===== src/rtl/alarm_bank.sv =====
// Multi-channel BCD alarm bank: per-channel time/enable registers, minute-boundary
// trigger, ring/snooze/auto-stop state machine and a single gated tone output.

package alarm_bank_pkg;
  typedef enum logic [1:0] {IDLE, RINGING, SNOOZED} chan_st_e;

  // Setting keys already qualified by channel select
  typedef struct packed {
    logic set_hr;
    logic set_min;
    logic en;
  } set_req_t;

  // Per-channel status back to the bank
  typedef struct packed {
    logic [7:0] hr;
    logic [7:0] mn;
    logic       en;
    logic       ring;
  } chan_rsp_t;

  // BCD increment with wrap to 00 at max
  function automatic logic [7:0] bcd_inc(input logic [7:0] v, input logic [7:0] max);
    if (v == max)              return 8'h00;
    else if (v[3:0] == 4'd9)   return {v[7:4] + 4'd1, 4'd0};
    else                       return v + 8'd1;
  endfunction
endpackage

// One alarm channel: time, enable, state and its counters
module alarm_chan
  import alarm_bank_pkg::*;
#(
  parameter int SNOOZE_MIN = 5,
  parameter int RING_SEC   = 60,
  parameter int MAX_SNOOZE = 3
) (
  input  logic       CP,
  input  logic       nCR,
  input  set_req_t   req_i,
  input  logic       snooze_i,
  input  logic       stop_i,
  input  logic       tick_i,
  input  logic [7:0] hour_i,
  input  logic [7:0] minute_i,
  input  logic [7:0] second_i,
  output chan_rsp_t  rsp_o
);
  localparam int SNZ_LOAD = SNOOZE_MIN * 60;
  localparam int RW       = $clog2(RING_SEC + 1);
  localparam int CW       = $clog2(SNZ_LOAD + 1);

  logic [7:0]    hr_q, hr_d, mn_q, mn_d;
  logic          en_q, en_d;
  chan_st_e      st_q, st_d;
  logic [RW-1:0] ring_q, ring_d;
  logic [CW-1:0] cd_q, cd_d;
  logic [2:0]    snz_q, snz_d;
  logic          dis, trig, clr;

  // Next-state: setting, trigger detect and ring/snooze FSM
  always_comb begin
    hr_d   = req_i.set_hr  ? bcd_inc(hr_q, 8'h23) : hr_q;
    mn_d   = req_i.set_min ? bcd_inc(mn_q, 8'h59) : mn_q;
    en_d   = en_q ^ req_i.en;
    dis    = req_i.en & en_q;
    // Seconds == 00 makes each match fire only once per minute boundary
    trig   = tick_i & (second_i == 8'h00) & en_q & ~dis &
             (hour_i == hr_q) & (minute_i == mn_q);
    st_d   = st_q;
    ring_d = ring_q;
    cd_d   = cd_q;
    snz_d  = snz_q;
    clr    = 1'b0;
    case (st_q)
      IDLE: begin
        // Stop/snooze have nothing to act on here, so a trigger still lands
        if (trig) begin
          st_d   = RINGING;
          ring_d = '0;
          snz_d  = '0;
        end else if (dis) begin
          clr = 1'b1;
        end
      end
      RINGING: begin
        if (stop_i) begin
          clr = 1'b1;
        end else if (snooze_i) begin
          if (snz_q < 3'(MAX_SNOOZE)) begin
            st_d   = SNOOZED;
            cd_d   = CW'(SNZ_LOAD);
            snz_d  = snz_q + 3'd1;
            ring_d = '0;
          end else begin
            clr = 1'b1;
          end
        end else if (dis) begin
          clr = 1'b1;
        end else if (tick_i) begin
          if (ring_q == RW'(RING_SEC - 1)) clr = 1'b1;
          else                             ring_d = ring_q + 1'b1;
        end
      end
      SNOOZED: begin
        if (stop_i || dis) begin
          clr = 1'b1;
        end else if (tick_i) begin
          if (cd_q == CW'(1)) begin
            st_d   = RINGING;
            ring_d = '0;
            cd_d   = '0;
          end else begin
            cd_d = cd_q - 1'b1;
          end
        end
      end
      default: clr = 1'b1;
    endcase
    if (clr) begin
      st_d   = IDLE;
      ring_d = '0;
      cd_d   = '0;
      snz_d  = '0;
    end
  end

  // Channel state registers
  always_ff @(posedge CP or negedge nCR) begin
    if (!nCR) begin
      hr_q   <= 8'h00;
      mn_q   <= 8'h00;
      en_q   <= 1'b0;
      st_q   <= IDLE;
      ring_q <= '0;
      cd_q   <= '0;
      snz_q  <= '0;
    end else begin
      hr_q   <= hr_d;
      mn_q   <= mn_d;
      en_q   <= en_d;
      st_q   <= st_d;
      ring_q <= ring_d;
      cd_q   <= cd_d;
      snz_q  <= snz_d;
    end
  end

  assign rsp_o = '{hr: hr_q, mn: mn_q, en: en_q, ring: (st_q == RINGING)};
endmodule

// Bank top: channel select/decode, readback registers and tone gating
module alarm_bank
  import alarm_bank_pkg::*;
#(
  parameter  int N_ALARMS   = 4,
  parameter  int SNOOZE_MIN = 5,
  parameter  int RING_SEC   = 60,
  parameter  int MAX_SNOOZE = 3,
  localparam int SEL_W      = (N_ALARMS > 1) ? $clog2(N_ALARMS) : 1
) (
  input  logic                CP,
  input  logic                nCR,
  input  logic                Tick1s,
  input  logic [7:0]          Hour,
  input  logic [7:0]          Minute,
  input  logic [7:0]          Second,
  input  logic [SEL_W-1:0]    Sel,
  input  logic                SetHrkey,
  input  logic                SetMinkey,
  input  logic                EnKey,
  input  logic                SnoozeKey,
  input  logic                StopKey,
  input  logic                CtrlBell,
  input  logic                _2Hz,
  input  logic                _500Hz,
  output logic [7:0]          Set_Hr,
  output logic [7:0]          Set_Min,
  output logic [N_ALARMS-1:0] AlarmEn,
  output logic [N_ALARMS-1:0] Ringing,
  output logic                ALARM_Clock
);
  logic      [N_ALARMS-1:0] hit;
  set_req_t  [N_ALARMS-1:0] req;
  chan_rsp_t [N_ALARMS-1:0] rsp;
  logic [7:0] set_hr_q, set_hr_d, set_min_q, set_min_d;

  // Select decode; an out-of-range Sel hits nothing, so keys drop and readback is 00
  always_comb begin
    set_hr_d  = 8'h00;
    set_min_d = 8'h00;
    for (int i = 0; i < N_ALARMS; i++) begin
      hit[i]     = (Sel == SEL_W'(i));
      req[i]     = '{set_hr: SetHrkey & hit[i], set_min: SetMinkey & hit[i], en: EnKey & hit[i]};
      AlarmEn[i] = rsp[i].en;
      Ringing[i] = rsp[i].ring;
      if (hit[i]) begin
        set_hr_d  = set_hr_d  | rsp[i].hr;
        set_min_d = set_min_d | rsp[i].mn;
      end
    end
  end

  for (genvar g = 0; g < N_ALARMS; g++) begin : g_chan
    alarm_chan #(
      .SNOOZE_MIN (SNOOZE_MIN),
      .RING_SEC   (RING_SEC),
      .MAX_SNOOZE (MAX_SNOOZE)
    ) u_chan (
      .CP       (CP),
      .nCR      (nCR),
      .req_i    (req[g]),
      .snooze_i (SnoozeKey),
      .stop_i   (StopKey),
      .tick_i   (Tick1s),
      .hour_i   (Hour),
      .minute_i (Minute),
      .second_i (Second),
      .rsp_o    (rsp[g])
    );
  end

  // Registered readback of the selected channel's alarm time
  always_ff @(posedge CP or negedge nCR) begin
    if (!nCR) begin
      set_hr_q  <= 8'h00;
      set_min_q <= 8'h00;
    end else begin
      set_hr_q  <= set_hr_d;
      set_min_q <= set_min_d;
    end
  end

  assign Set_Hr  = set_hr_q;
  assign Set_Min = set_min_q;

  // Tone is gated only; muting never stalls the channel FSMs
  assign ALARM_Clock = CtrlBell & (|Ringing) & (Second[0] ? _2Hz : _500Hz);
endmodule


===== config.mk =====
export PLATFORM = sky130hd
export DESIGN_NAME = alarm_bank
export DESIGN_NICKNAME = d
export VERILOG_FILES = /design/src/rtl/alarm_bank.sv
export SDC_FILE = /design/constraint.sdc
export NUM_CORES = 1
export LEC_CHECK = 0
export CORE_MARGIN = 4
export CORE_UTILIZATION = 32
export CTS_BUF_LIST = sky130_fd_sc_hd__clkbuf_16
export CTS_CLUSTER_DIAMETER = 50
export DETAILED_ROUTE_END_ITERATION = 8
export PLACE_DENSITY = 0.52
export SLEW_MARGIN = 5
export SYNTH_ARGS = -nofsm -noshare
export SYNTH_HDL_FRONTEND = slang
export SYNTH_SLANG_ARGS = --single-unit

===== constraint.sdc =====
create_clock -name CP -period 6.95 [get_ports CP]
set_clock_uncertainty 0.1 [all_clocks]
set_input_delay 0.695 -clock CP [delete_from_list [all_inputs] [get_ports CP]]
set_output_delay 0.695 -clock CP [all_outputs]
set_load 0.05 [all_outputs]

==> results by group, run 1 <==
Run status
  • Outcome: completed

Global route
  • Initial antenna violation count: 0
  • All-Layer GR Usage: 15.5%
  • Global route overflow: 0
  • Global-route wire length before repair: 45.8 mm
  • Vias in the first global route: 8,647
  • Largest net degree at the start of global routing: 63

Synth
  • Post-synth top area cell: dfrtp_1
  • Post-synth EDFFs: 0
  • Fraction of registers with async set or reset after synthesis: 100%
  • Count of unique library cells instantiated by Yosys: 81
  • Cells after synthesis: 1,173
  • Top post-synthesis cells by count: 164 x dfrtp_1, 123 x nand2_1, 85 x o21ai_0
  • Most common cell in the netlist: dfrtp_1
  • Syn_nets: 1,278
  • Seq/Total Area, Yosys: 38.1%
  • Post-synth top flop: dfrtp_1
  • Ys Warns: 0
  • Mean Syn Cell Area: 9.19 sq um
  • Area contributors post-synth: dfrtp_1 38%, ha_1 7.9%, nand2_1 4.3%
  • Share of the synthesized area in the top cell type: 38.1%
  • Post-Syn Area: 0.0108 sq mm
  • Yosys reg bits: 164

Finish
  • Area grow syn2layout: 14.1%
  • Layout cells sized above 1: 6.96%
  • Antenna fix cells: 0
  • Layout net count: 1,313
  • Design Area, Final: 0.0123 sq mm

Drt
  • Vias: 8,929
  • Post-Route M1 WL: 13.7 mm
  • Top sig layer: met4
  • Initial DRC count: 537
  • Met2 wire len: 12.8 mm
  • Final ANT Viol Nets: 0
  • DRC Markers: 0
  • DR pass1 iterations: 5
  • Final wirelength: 28.3 mm
  • Vias per cell: 5.37
  • Avg WL per Cell: 17.0 microns
  • WL met3: 1.19 mm

Floorplanning
  • Core Footprint: 0.0329 sq mm
  • Number of I/O pins: 62
  • Chip width: 192 microns
  • DIE HEIGHT: 192 microns
  • Die area: 0.0367 sq mm
  • Row Count: 66
  • Initial core utilization: 32.8%

Place
  • Post-DP HPWL: 21.0 mm
  • Final GP Congestion: 0.859
  • DP Area: 0.0118 sq mm
  • # port buffers: 61

Critical path
  • Reg2reg setup slack: 3.97 ns
  • CP max FO: 16
  • End of the worst register-to-register path: g_chan[1].u_chan.st_q[0]
  • Kind of critical path: in2reg
  • R2R Path Start: g_chan[1].u_chan.st_q[0]
  • Required @ worst endpoint: 7.16 ns
  • R2R cell count: 8
  • Crit end category: flop
  • Crit start category: input pin
  • CP arrival: 4.21 ns

STA
  • RSZ-0062 raised after global routing: no
  • Final hold vios: 0
  • Worst Tran Pin Value: 0.854 ns
  • Period utilization: 57.6%
  • Final setup violation count: 0
  • Min Tclk post-route: 4.00 ns
  • Setup tns final: 0 ns
  • Max Slew Vio Count: 0
  • Relative slew slack: 42.9%
  • Max Clk Rate: 0.250 GHz

Power
  • NetSw: 0.00217 W
  • PwrDens: 389 mW/mm^2
  • Clock power frac: 18.9%
  • Logic pwr share: 46.3%
  • Sequential share of power: 34.8%
  • P_int: 0.00262 W
  • Lkg Pwr: 5.10 nW
  • Max VDD drop: 0.000217 V
  • Switching Share: 45.3%

Clock tree
  • Clk Latency, worst-skew pair: 0.43 ns
  • CTS buffer count: 17
  • Maximum root-to-sink buffer count: 2
  • Clock sink count: 164
  • H-Tree Depth: 4
  • PostCTS Resize Cnt: 0
  • Post-CTS setup buffer count: 0
  • Clk pin slew, worst setup/hold paths: 0.06 ns
  • Count of hold-fix buffers inserted at cts: 0
  • Clk root buf: clkbuf_16
  • CTS tree: yes

Min path
  • Hold Path Class: in2async

Run
  • Max-Cap Viols: 0
==> registers in the layout, indices dropped and copies added, names as in the netlist <==
signal	cells
Set_Hr	8
Set_Min	8
g_chan.u_chan.cd_q	36
g_chan.u_chan.en_q	4
g_chan.u_chan.hr_q	32
g_chan.u_chan.mn_q	32
g_chan.u_chan.ring_q	24
g_chan.u_chan.snz_q	12
g_chan.u_chan.st_q	8
==> cell families after synthesis <==
family	Yosys count	synth area share (%)
simple gates	443	21.4
compound gates	279	17.0
flops	164	38.1
buf+inv	105	4.00
xor+xnor	80	6.50
fa+ha+maj	68	7.89
mux	34	5.13
==> worst max-delay path: stages <==
cell and delay [ns]:
clkdlybuf4s50_1 0.84, nor2b_1 0.38, and2_1 0.20, ha_1 0.23
a21o_1 0.19, a21oi_1 0.27, nand2_1 0.33, or3_1 0.49
or2_2 0.32, o41ai_1 0.26
==> power groups by stage <==
stage	Combinational, W	Sequential, W	Clock, W
CTS	0.00223	0.00166	0.000931
floorplan	0.00170	0.00157	0
finish	0.00222	0.00166	0.000905
detailed placement	0.00222	0.00167	0
global route	0.00247	0.00171	0.000971
global placement	0.00219	0.00167	0
==> layer usage <==
metal | up-vias | global-route usage (%)
met3 | 29 | 2.63
met5 | - | 0
met4 | 0 | 4.64
met1 | 4342 | 21.9
met2 | 211 | 24.4
li1 | 4347 | -
==> layout by cell type, fill, tap and decap left out, types with 6 or more instances in the layout <==
| cell type | synthesis | routed |
|---|---|---|
| dfrtp_1 | 164 | 164 |
| nand2_1 | 123 | 123 |
| o21ai_0 | 85 | 85 |
| nor2_1 | 76 | 76 |
| ha_1 | 68 | 68 |
| clkdlybuf4s50_1 | 0 | 60 |
| inv_1 | 56 | 59 |
| a21oi_1 | 54 | 54 |
| xnor2_1 | 52 | 52 |
| nand3_1 | 45 | 45 |
| xor2_1 | 28 | 28 |
| o31ai_1 | 27 | 27 |
| nor3_1 | 26 | 26 |
| nand4_1 | 24 | 24 |
| nor4_1 | 20 | 20 |
| nand2b_1 | 19 | 19 |
| clkbuf_16 | 0 | 17 |
| mux4_2 | 16 | 16 |
| a22o_1 | 16 | 16 |
| and2_1 | 15 | 15 |
| and3_1 | 13 | 13 |
| nor2b_1 | 12 | 12 |
| a21o_1 | 12 | 12 |
| a31oi_1 | 11 | 11 |
| nand3b_1 | 10 | 10 |
| o22ai_1 | 10 | 10 |
| mux2_2 | 10 | 10 |
| or3_1 | 10 | 10 |
| mux2i_1 | 8 | 8 |
| or4_1 | 8 | 8 |
| nand4b_1 | 7 | 7 |
| or2_2 | 7 | 7 |
| o211ai_1 | 7 | 7 |
| o41ai_1 | 6 | 6 |
==> stage by stage <==
stage | cells | setup slack, ns | util [%] | total power, W | hold WS, ns
4_1_cts | 1663 | 2.95 | 37.4 | 0.00482 | 0.108
5_1_grt | 1663 | 2.59 | 37.4 | 0.00515 | 0.126
2_1_floorplan | 1173 | 3.32 | - | 0.00327 | 0.299
3_5_place_dp | 1631 | 2.51 | 35.8 | 0.00389 | 0.375
3_3_place_gp | 1631 | 2.58 | 35.8 | 0.00387 | 0.384
6_report | 1663 | 2.95 | 37.4 | 0.00478 | 0.0929
==> worst max-delay path by stage <==
stage          startpoint                          to  slack, ns  cells after the start
6_report           Sel[0]    g_chan[1].u_chan.cd_q[6]       2.95                     10
2_1_floorplan      Sel[1]  g_chan[3].u_chan.ring_q[0]       3.32                     13
3_5_place_dp       Sel[0]  g_chan[1].u_chan.ring_q[4]       2.51                     11
4_1_cts            Sel[0]    g_chan[1].u_chan.cd_q[6]       2.95                     11
3_3_place_gp       Sel[0]    g_chan[1].u_chan.cd_q[6]       2.58                     11
5_1_grt            Sel[0]    g_chan[1].u_chan.cd_q[6]       2.59                     11
==> layout make-up <==
class | instances | area (sq um)
Inverter | 56 | 210
Timing Repair Buffer | 65 | 642
Sequential cell | 164 | 4100
Multi-Input combinational cell | 904 | 6240
Clock inverter | 15 | 118
Clock buffer | 17 | 425
Fill cell | 3407 | 20600
Tap cell | 442 | 553
No activity file was read; power rests on OpenSTA's default activity.
==> run 2: changes to the inputs <==
==> constraint.sdc (replaced) <==
create_clock -name CP -period 3.84 [get_ports CP]
set_clock_uncertainty 0.1 [all_clocks]
set_input_delay 0.384 -clock CP [delete_from_list [all_inputs] [get_ports CP]]
set_output_delay 0.384 -clock CP [all_outputs]
set_load 0.05 [all_outputs]
==> run 2 against run 1 <==
  * Hold slack better by 0.15 ns
  * Critical path depth unchanged
  * Sequential share of layout area down 0.52 points
  * Wire length unchanged
  * Register-to-register slack worse by 3.2 ns
  * Utilization up 0.60 points
  * Combinational power up 84%
  * Clock power up 100%
  * Global-route usage up 0.28 points
  * Cell count up 0.84%
  * Critical endpoint is now g_chan[1].u_chan.st_q[0]
  * Largest cell class unchanged
  * Highest routed layer unchanged
==> results by group, run 2 (synthesis gave the netlist of run 1 again) <==
Critical path
  • Crit path depth: 10 (unchanged)
  • Worst-path cell chain: clkdlybuf4s50_1, nor2b_1, and2_1, ha_1, a21o_1, a211oi_2, or4b_1, nand2b_1, o211ai_1, mux2_2 (was clkdlybuf4s50_1, nor2b_1, and2_1, ha_1, a21o_1, a21oi_1, nand2_1, or3_1, or2_2, o41ai_1)
  • Crit path buffers/inverters: 1 (unchanged)
  • End of the worst register-to-register path: g_chan[1].u_chan.st_q[0] (unchanged)
  • CP arrival: 3.37 ns (was 4.21 ns)
  • Reg2reg setup slack: 0.77 ns (was 3.97 ns)
  • R2R cell count: 8 (unchanged)
  • Kind of critical path: in2reg (unchanged)
  • Crit start category: input pin (unchanged)
  • Crit path capture: g_chan[1].u_chan.st_q[0] (was g_chan[1].u_chan.cd_q[6])
  • Slowest CP cell: or4b_1 (was clkdlybuf4s50_1)
  • CP startpoint: Sel[0] (unchanged)
  • Crit end category: flop (unchanged)
  • Crit-path leading delay family: simple AND/OR/NAND/NOR gates (unchanged)
  • CP max stage delay: 0.60 ns (was 0.84 ns)
  • R2R Path Start: g_chan[1].u_chan.st_q[0] (unchanged)
  • Required @ worst endpoint: 4.06 ns (was 7.16 ns)
  • CP max FO: 9 (was 16)

Finish
  • Commonest cells after routing, fill and taps aside: 164 x dfrtp_1, 123 x nand2_1, 85 x o21ai_0, 76 x nor2_1, 68 x ha_1 (unchanged)
  • Commonest non-fill, non-tap cell in the layout: dfrtp_1 (unchanged)
  • Top flop regs: g_chan.u_chan.cd_q (36), g_chan.u_chan.hr_q (32), g_chan.u_chan.mn_q (32) (unchanged)
  • Antenna fix cells: 0 (unchanged)
  • Max reg flops: 36 (unchanged)
  • Layout net count: 1,328 (was 1,313)
  • Area grow syn2layout: 15.9% (was 14.1%)
  • Most flops, register: g_chan.u_chan.cd_q (unchanged)
  • Layout cells sized above 1: 8.34% (was 6.96%)

STA
  • Worst Tran Pin Value: 0.900 ns (was 0.854 ns)
  • Min Tclk post-route: 3.16 ns
  • Max Slew Vio Count: 0 (unchanged)
  • Final setup violation count: 0 (unchanged)
  • Period utilization: 82.2%
  • Relative slew slack: 40.0% (was 42.9%)
  • Setup ws final: 0.682 ns (was 2.95 ns)
  • RSZ-0062 raised after global routing: no (unchanged)
  • Max Clk Rate: 0.317 GHz
  • Final hold vios: 0 (unchanged)
  • Setup tns final: 0 ns (unchanged)

Floorplanning
  • Chip width: 192 microns (unchanged)
  • Number of I/O pins: 62 (unchanged)
  • DIE HEIGHT: 192 microns (unchanged)
  • Row Count: 66 (unchanged)
  • Die area: 0.0367 sq mm (unchanged)
  • Initial core utilization: 32.8% (unchanged)
  • Core Footprint: 0.0329 sq mm (unchanged)

Global route
  • Initial antenna violation count: 0 (unchanged)
  • Global-route wire length before repair: 46.6 mm (was 45.8 mm)
  • Global route overflow: 0 (unchanged)
  • All-Layer GR Usage: 15.8% (was 15.5%)
  • Vias in the first global route: 8,718 (was 8,647)
  • Largest net degree at the start of global routing: 153 (was 63)

Drt
  • Initial DRC count: 493 (was 537)
  • Final ANT Viol Nets: 0 (unchanged)
  • Vias per cell: 5.32 (was 5.37)
  • DR pass1 iterations: 7 (was 5)
  • Avg WL per Cell: 16.9 microns (was 17.0 microns)
  • DRC Markers: 0 (unchanged)
  • Vias: 8,930 (was 8,929)
  • Final wirelength: 28.3 mm (unchanged)

Run
  • Max-Cap Viols: 0 (unchanged)

Place
  • Post-DP HPWL: 21.1 mm (was 21.0 mm)
  • # port buffers: 61 (unchanged)
  • Final GP Congestion: 0.870 (was 0.859)
  • Dpl ws: 0.269 ns (was 2.51 ns)

Clock tree
  • Maximum root-to-sink buffer count: 2 (unchanged)
  • PostCTS Resize Cnt: 0 (unchanged)
  • Clk pin slew, worst setup/hold paths: 0.07 ns (was 0.06 ns)
  • CTS buffer count: 17 (unchanged)
  • Clock sink count: 164 (unchanged)
  • CTS tree: yes (unchanged)
  • Post-CTS setup buffer count: 0 (unchanged)
  • Clk Latency, worst-skew pair: 0.44 ns (was 0.43 ns)
  • Clk root buf: clkbuf_16 (unchanged)
  • Count of hold-fix buffers inserted at cts: 1 (was 0)
  • H-Tree Depth: 4 (unchanged)

Power
  • Max VDD drop: 0.000374 V (was 0.000217 V)
  • PwrDens: 713 mW/mm^2 (was 389 mW/mm^2)
  • Lkg Pwr: 5.21 nW (was 5.10 nW)

Min path
  • Hold Path Class: in2async (unchanged)

Run status
  • Outcome: completed (unchanged)
## run 2: changes by cell type in the layout (fill, tap and decap cells not counted), moves of 2 or more
cell | previous run | this run
bufinv_16 | 1 | 3
clkinvlp_4 | 5 | 1
buf_4 | 4 | 17
inv_1 | 59 | 56
inv_6 | 3 | 6
inv_8 | 0 | 2
clkinv_1 | 2 | 0
## run 2: how the worst min path moves through the flow
stage | from | to | slack (ns) | depth (start not counted)
6_report | nCR | g_chan[1].u_chan.cd_q[7] | 0.24 | 2
5_1_grt | nCR | g_chan[1].u_chan.cd_q[7] | 0.24 | 2
4_1_cts | nCR | g_chan[1].u_chan.cd_q[7] | 0.22 | 2
3_5_place_dp | nCR | g_chan[2].u_chan.cd_q[7] | 0.12 | 1
3_3_place_gp | nCR | g_chan[2].u_chan.cd_q[7] | 0.12 | 1
2_1_floorplan | nCR | Set_Hr[0] | -0.01 | 0
## run 2: area by class of cell
type | instances | area [sq um]
sequential | 164 | 4100
timing repair buffer | 80 | 769
inverter | 56 | 210
clock inverter | 14 | 186
fill | 3377 | 20400
tap | 442 | 553
clock buffer | 17 | 425
multi-input combinational | 904 | 6240
## run 2: where the power goes
group          switching [W]  internal [W]
Sequential          0.000771       0.00222
Combinational        0.00239       0.00169
Clock               0.000792       0.00104
Total                0.00396       0.00495
## run 2: worst reg2reg max path, delay by kind of cell, from the launching register on
family	cells	cell delay, ns
muxes	1	0.37
DFF	1	0.42
AOI/OAI and AO/OA	2	0.43
and+or+nand+nor	3	1.25
adders and majority gates	1	0.32
buffers and inverters	1	0.09
## run 2: metrics by stage
stage | hold WS (ns) | instances | util (%) | total power [W] | instance area [sq um]
after floorplan | -0.0116 | 1173 | - | 0.00591 | 10800
after global placement | 0.121 | 1645 | 36.1 | 0.00707 | 11900
after detailed placement | 0.119 | 1645 | 36.1 | 0.00710 | 11900
after CTS | 0.223 | 1677 | 38.0 | 0.00898 | 12500
after global routing | 0.242 | 1677 | 38.0 | 0.00962 | 12500
final | 0.243 | 1677 | 38.0 | 0.00890 | 12500
## run 2: routing by layer
layer / vias to the layer above / global-route usage, % / wire length [microns]
met3: 19 / 3.23 / 1420
met2: 188 / 25.3 / 13000
met4: 0 / 3.84 / 325
li1: 4373 / - / -
met5: - / 0 / 0
met1: 4350 / 21.9 / 13500
==> run 3: changes to the inputs <==
--- a/config.mk
+++ b/config.mk
@@ -10,7 +10,7 @@
 export CTS_BUF_LIST = sky130_fd_sc_hd__clkbuf_16
 export CTS_CLUSTER_DIAMETER = 50
 export DETAILED_ROUTE_END_ITERATION = 8
-export PLACE_DENSITY = 0.52
+export PLACE_DENSITY = 0.54
 export SLEW_MARGIN = 5
 export SYNTH_ARGS = -nofsm -noshare
 export SYNTH_HDL_FRONTEND = slang
==> constraint.sdc (replaced) <==
create_clock -name CP -period 2.8 [get_ports CP]
set_clock_uncertainty 0.1 [all_clocks]
set_input_delay 0.28 -clock CP [delete_from_list [all_inputs] [get_ports CP]]
set_output_delay 0.28 -clock CP [all_outputs]
set_load 0.05 [all_outputs]
==> run 3 against run 2 <==
  * Sequential share of layout area is 2.6 points lower
  * Utilization rose by 3.3 points
  * Global-route usage grew 0.63 points
  * Non-clock buffer count increased by 142
  * Largest power group unchanged
==> results by group, run 3 (synthesis gave the netlist of run 1 again) <==
Critical path
  • Required @ worst endpoint: 3.01 ns (was 4.06 ns)
  • CP arrival: 2.90 ns (was 3.37 ns)
  • Crit start category: input pin (unchanged)
  • R2R cell count: 9 (was 8)
  • Crit-path leading delay family: simple AND/OR/NAND/NOR gates (unchanged)
  • End of the worst register-to-register path: g_chan[1].u_chan.ring_q[4] (was g_chan[1].u_chan.st_q[0])
  • R2R Path Start: g_chan[1].u_chan.st_q[1] (was g_chan[1].u_chan.st_q[0])
  • CP max stage delay: 0.51 ns (was 0.60 ns)
  • Kind of critical path: in2reg (unchanged)
  • Reg2reg setup slack: 0.13 ns (was 0.77 ns)
  • Crit path buffers/inverters: 1 (unchanged)
  • Crit end category: flop (unchanged)
  • Worst-path cell chain: clkdlybuf4s50_1, and2_1, ha_1, a21o_1, a211oi_2, or4b_4, or3_1, o211ai_2, nor4_2, a211o_1 (was clkdlybuf4s50_1, nor2b_1, and2_1, ha_1, a21o_1, a211oi_2, or4b_1, nand2b_1, o211ai_1, mux2_2)
  • Slowest CP cell: clkdlybuf4s50_1 (was or4b_1)
  • CP max FO: 4 (was 9)

Floorplanning
  • Initial core utilization: 32.8% (unchanged)
  • Number of I/O pins: 62 (unchanged)
  • Die area: 0.0367 sq mm (unchanged)
  • Core Footprint: 0.0329 sq mm (unchanged)
  • DIE HEIGHT: 192 microns (unchanged)
  • Chip width: 192 microns (unchanged)
  • Row Count: 66 (unchanged)

Drt
  • Final wirelength: 29.6 mm (was 28.3 mm)
  • Initial DRC count: 553 (was 493)
  • Vias: 9,372 (was 8,930)
  • DR pass1 iterations: 5 (was 7)
  • Avg WL per Cell: 16.3 microns (was 16.9 microns)
  • Vias per cell: 5.15 (was 5.32)
  • DRC Markers: 0 (unchanged)
  • Final ANT Viol Nets: 0 (unchanged)

Clock tree
  • Maximum root-to-sink buffer count: 2 (unchanged)
  • Clock sink count: 164 (unchanged)
  • Clk pin slew, worst setup/hold paths: 0.07 ns (about the same)
  • CTS tree: yes (unchanged)
  • H-Tree Depth: 4 (unchanged)
  • CTS buffer count: 17 (unchanged)
  • Clk Latency, worst-skew pair: 0.43 ns (was 0.44 ns)
  • Clk root buf: clkbuf_16 (unchanged)

Place
  • Final GP Congestion: 0.862 (was 0.870)
  • Post-DP HPWL: 22.9 mm (was 21.1 mm)
  • # port buffers: 61 (unchanged)
  • DP Area: 0.0129 sq mm (was 0.0119 sq mm)

Power
  • PwrDens: 971 mW/mm^2 (was 713 mW/mm^2)
  • Clock power frac: 18.0% (was 20.6%)
  • Switching Share: 42.7% (was 44.4%)
  • P_int: 0.00755 W (was 0.00495 W)
  • Lkg Pwr: 5.91 nW (was 5.21 nW)
  • NetSw: 0.00563 W (was 0.00396 W)
  • Max VDD drop: 0.000505 V (was 0.000374 V)
  • Sequential share of power: 28.6% (was 33.6%)
  • Logic pwr share: 53.4% (was 45.8%)

Finish
  • Top flop regs: g_chan.u_chan.cd_q (36), g_chan.u_chan.hr_q (32), g_chan.u_chan.mn_q (32) (unchanged)
  • Area grow syn2layout: 26.0% (was 15.9%)
  • Commonest cells after routing, fill and taps aside: 164 x dfrtp_1, 157 x buf_4, 123 x nand2_1, 85 x o21ai_0, 76 x nor2_1 (was 164 x dfrtp_1, 123 x nand2_1, 85 x o21ai_0, 76 x nor2_1, 68 x ha_1)
  • Layout net count: 1,470 (was 1,328)
  • Final core occ: 41.3% (was 38.0%)
  • Max reg flops: 36 (unchanged)
  • Design Area, Final: 0.0136 sq mm (was 0.0125 sq mm)
  • Commonest non-fill, non-tap cell in the layout: dfrtp_1 (unchanged)
  • Most flops, register: g_chan.u_chan.cd_q (unchanged)
  • Layout cells sized above 1: 18.5% (was 8.34%)

STA
  • Max Slew Vio Count: 0 (unchanged)
  • Final hold vios: 0 (unchanged)
  • RSZ-0062 raised after global routing: no (unchanged)
  • Min Tclk post-route: 2.68 ns
  • Relative slew slack: 56.4% (was 40.0%)
  • Period utilization: 95.8%
  • Final setup violation count: 0 (unchanged)
  • Worst Tran Pin Value: 0.648 ns (was 0.900 ns)
  • Max Clk Rate: 0.373 GHz

Global route
  • Largest net degree at the start of global routing: 63 (was 153)
  • Initial antenna violation count: 0 (unchanged)
  • Global-route wire length before repair: 48.6 mm (was 46.6 mm)
  • All-Layer GR Usage: 16.4% (was 15.8%)
  • Global route overflow: 0 (unchanged)
  • Vias in the first global route: 9,228 (was 8,718)

Run
  • Max-Cap Viols: 0 (unchanged)

Min path
  • Hold Path Class: in2async (unchanged)

Run status
  • Outcome: completed (unchanged)
## run 3: changes by cell type in the layout (fill, tap and decap cells not counted), sizes merged
cell / previous run / this run
clkinvlp: 1 / 3
clkinv: 2 / 4
diode: 0 / 1
buf: 19 / 161
dlygate4sd2: 0 / 1
bufinv: 3 / 2
dlymetal6s2s: 0 / 2
inv: 64 / 60
clkdlybuf4s50: 60 / 57
## run 3: timing repair
| item | 4_1_cts | 5_1_grt |
|---|---|---|
| endpoints found under the hold margin | 58 | 0 |
| hold buffers | 1 | 0 |
| cloned | 0 | 0 |
| gates resized for setup | 1 | 11 |
| buffers inserted | 0 | 3 |
| endpoints found under the setup margin | 1 | 51 |
## run 3: final cells by class
class,count,area (sq um)
tap,442,553
timing repair buffer,222,1860
fill,3270,19300
inverter,56,210
sequential,164,4100
clock inverter,13,153
clock buffer,17,425
antenna,1,2.50
multi-input combinational,904,6280
## run 3: worst max path at each step
| stage | startpoint | to | slack (ns) | cells after the start |
|---|---|---|---|---|
| 3_5_place_dp | Sel[0] | g_chan[1].u_chan.ring_q[3] | -0.44 | 12 |
| 2_1_floorplan | Sel[1] | g_chan[3].u_chan.ring_q[0] | -0.02 | 13 |
| 5_1_grt | g_chan[1].u_chan.st_q[1] | g_chan[1].u_chan.ring_q[5] | 0.03 | 10 |
| 4_1_cts | Sel[0] | g_chan[1].u_chan.ring_q[3] | 0.008 | 12 |
| 3_3_place_gp | Sel[0] | g_chan[1].u_chan.ring_q[4] | -0.38 | 11 |
| 6_report | EnKey | g_chan[1].u_chan.ring_q[4] | 0.12 | 10 |
## run 3: power by group through the flow
| stage | Sequential [W] | Clock, W | Combinational [W] |
|---|---|---|---|
| after floorplan | 0.00390 | 0 | 0.00423 |
| after global placement | 0.00382 | 0 | 0.00691 |
| after detailed placement | 0.00381 | 0 | 0.00697 |
| after CTS | 0.00378 | 0.00244 | 0.00699 |
| after global routing | 0.00387 | 0.00255 | 0.00780 |
| final | 0.00377 | 0.00237 | 0.00704 |
## run 3: layer usage
layer	up-vias	part of all wire (%)	global-route usage, %
li1	4650	-	-
met1	4537	48	22.5
met2	161	47	27.3
met3	24	3.9	2.94
met4	0	1.1	3.37
met5	-	0	0
## run 3: stage by stage
stage,hold WS [ns],instances,setup TNS (ns),power (W),setup WS (ns)
3_5_place_dp,0.212,1784,-22.08,0.0108,-0.442
4_1_cts,0.324,1815,0,0.0132,0.00826
5_1_grt,0.342,1818,0,0.0142,0.0307
2_1_floorplan,-0.116,1173,-0.0154,0.00813,-0.0154
3_3_place_gp,0.205,1784,-18.15,0.0107,-0.376
6_report,0.299,1819,0,0.0132,0.117
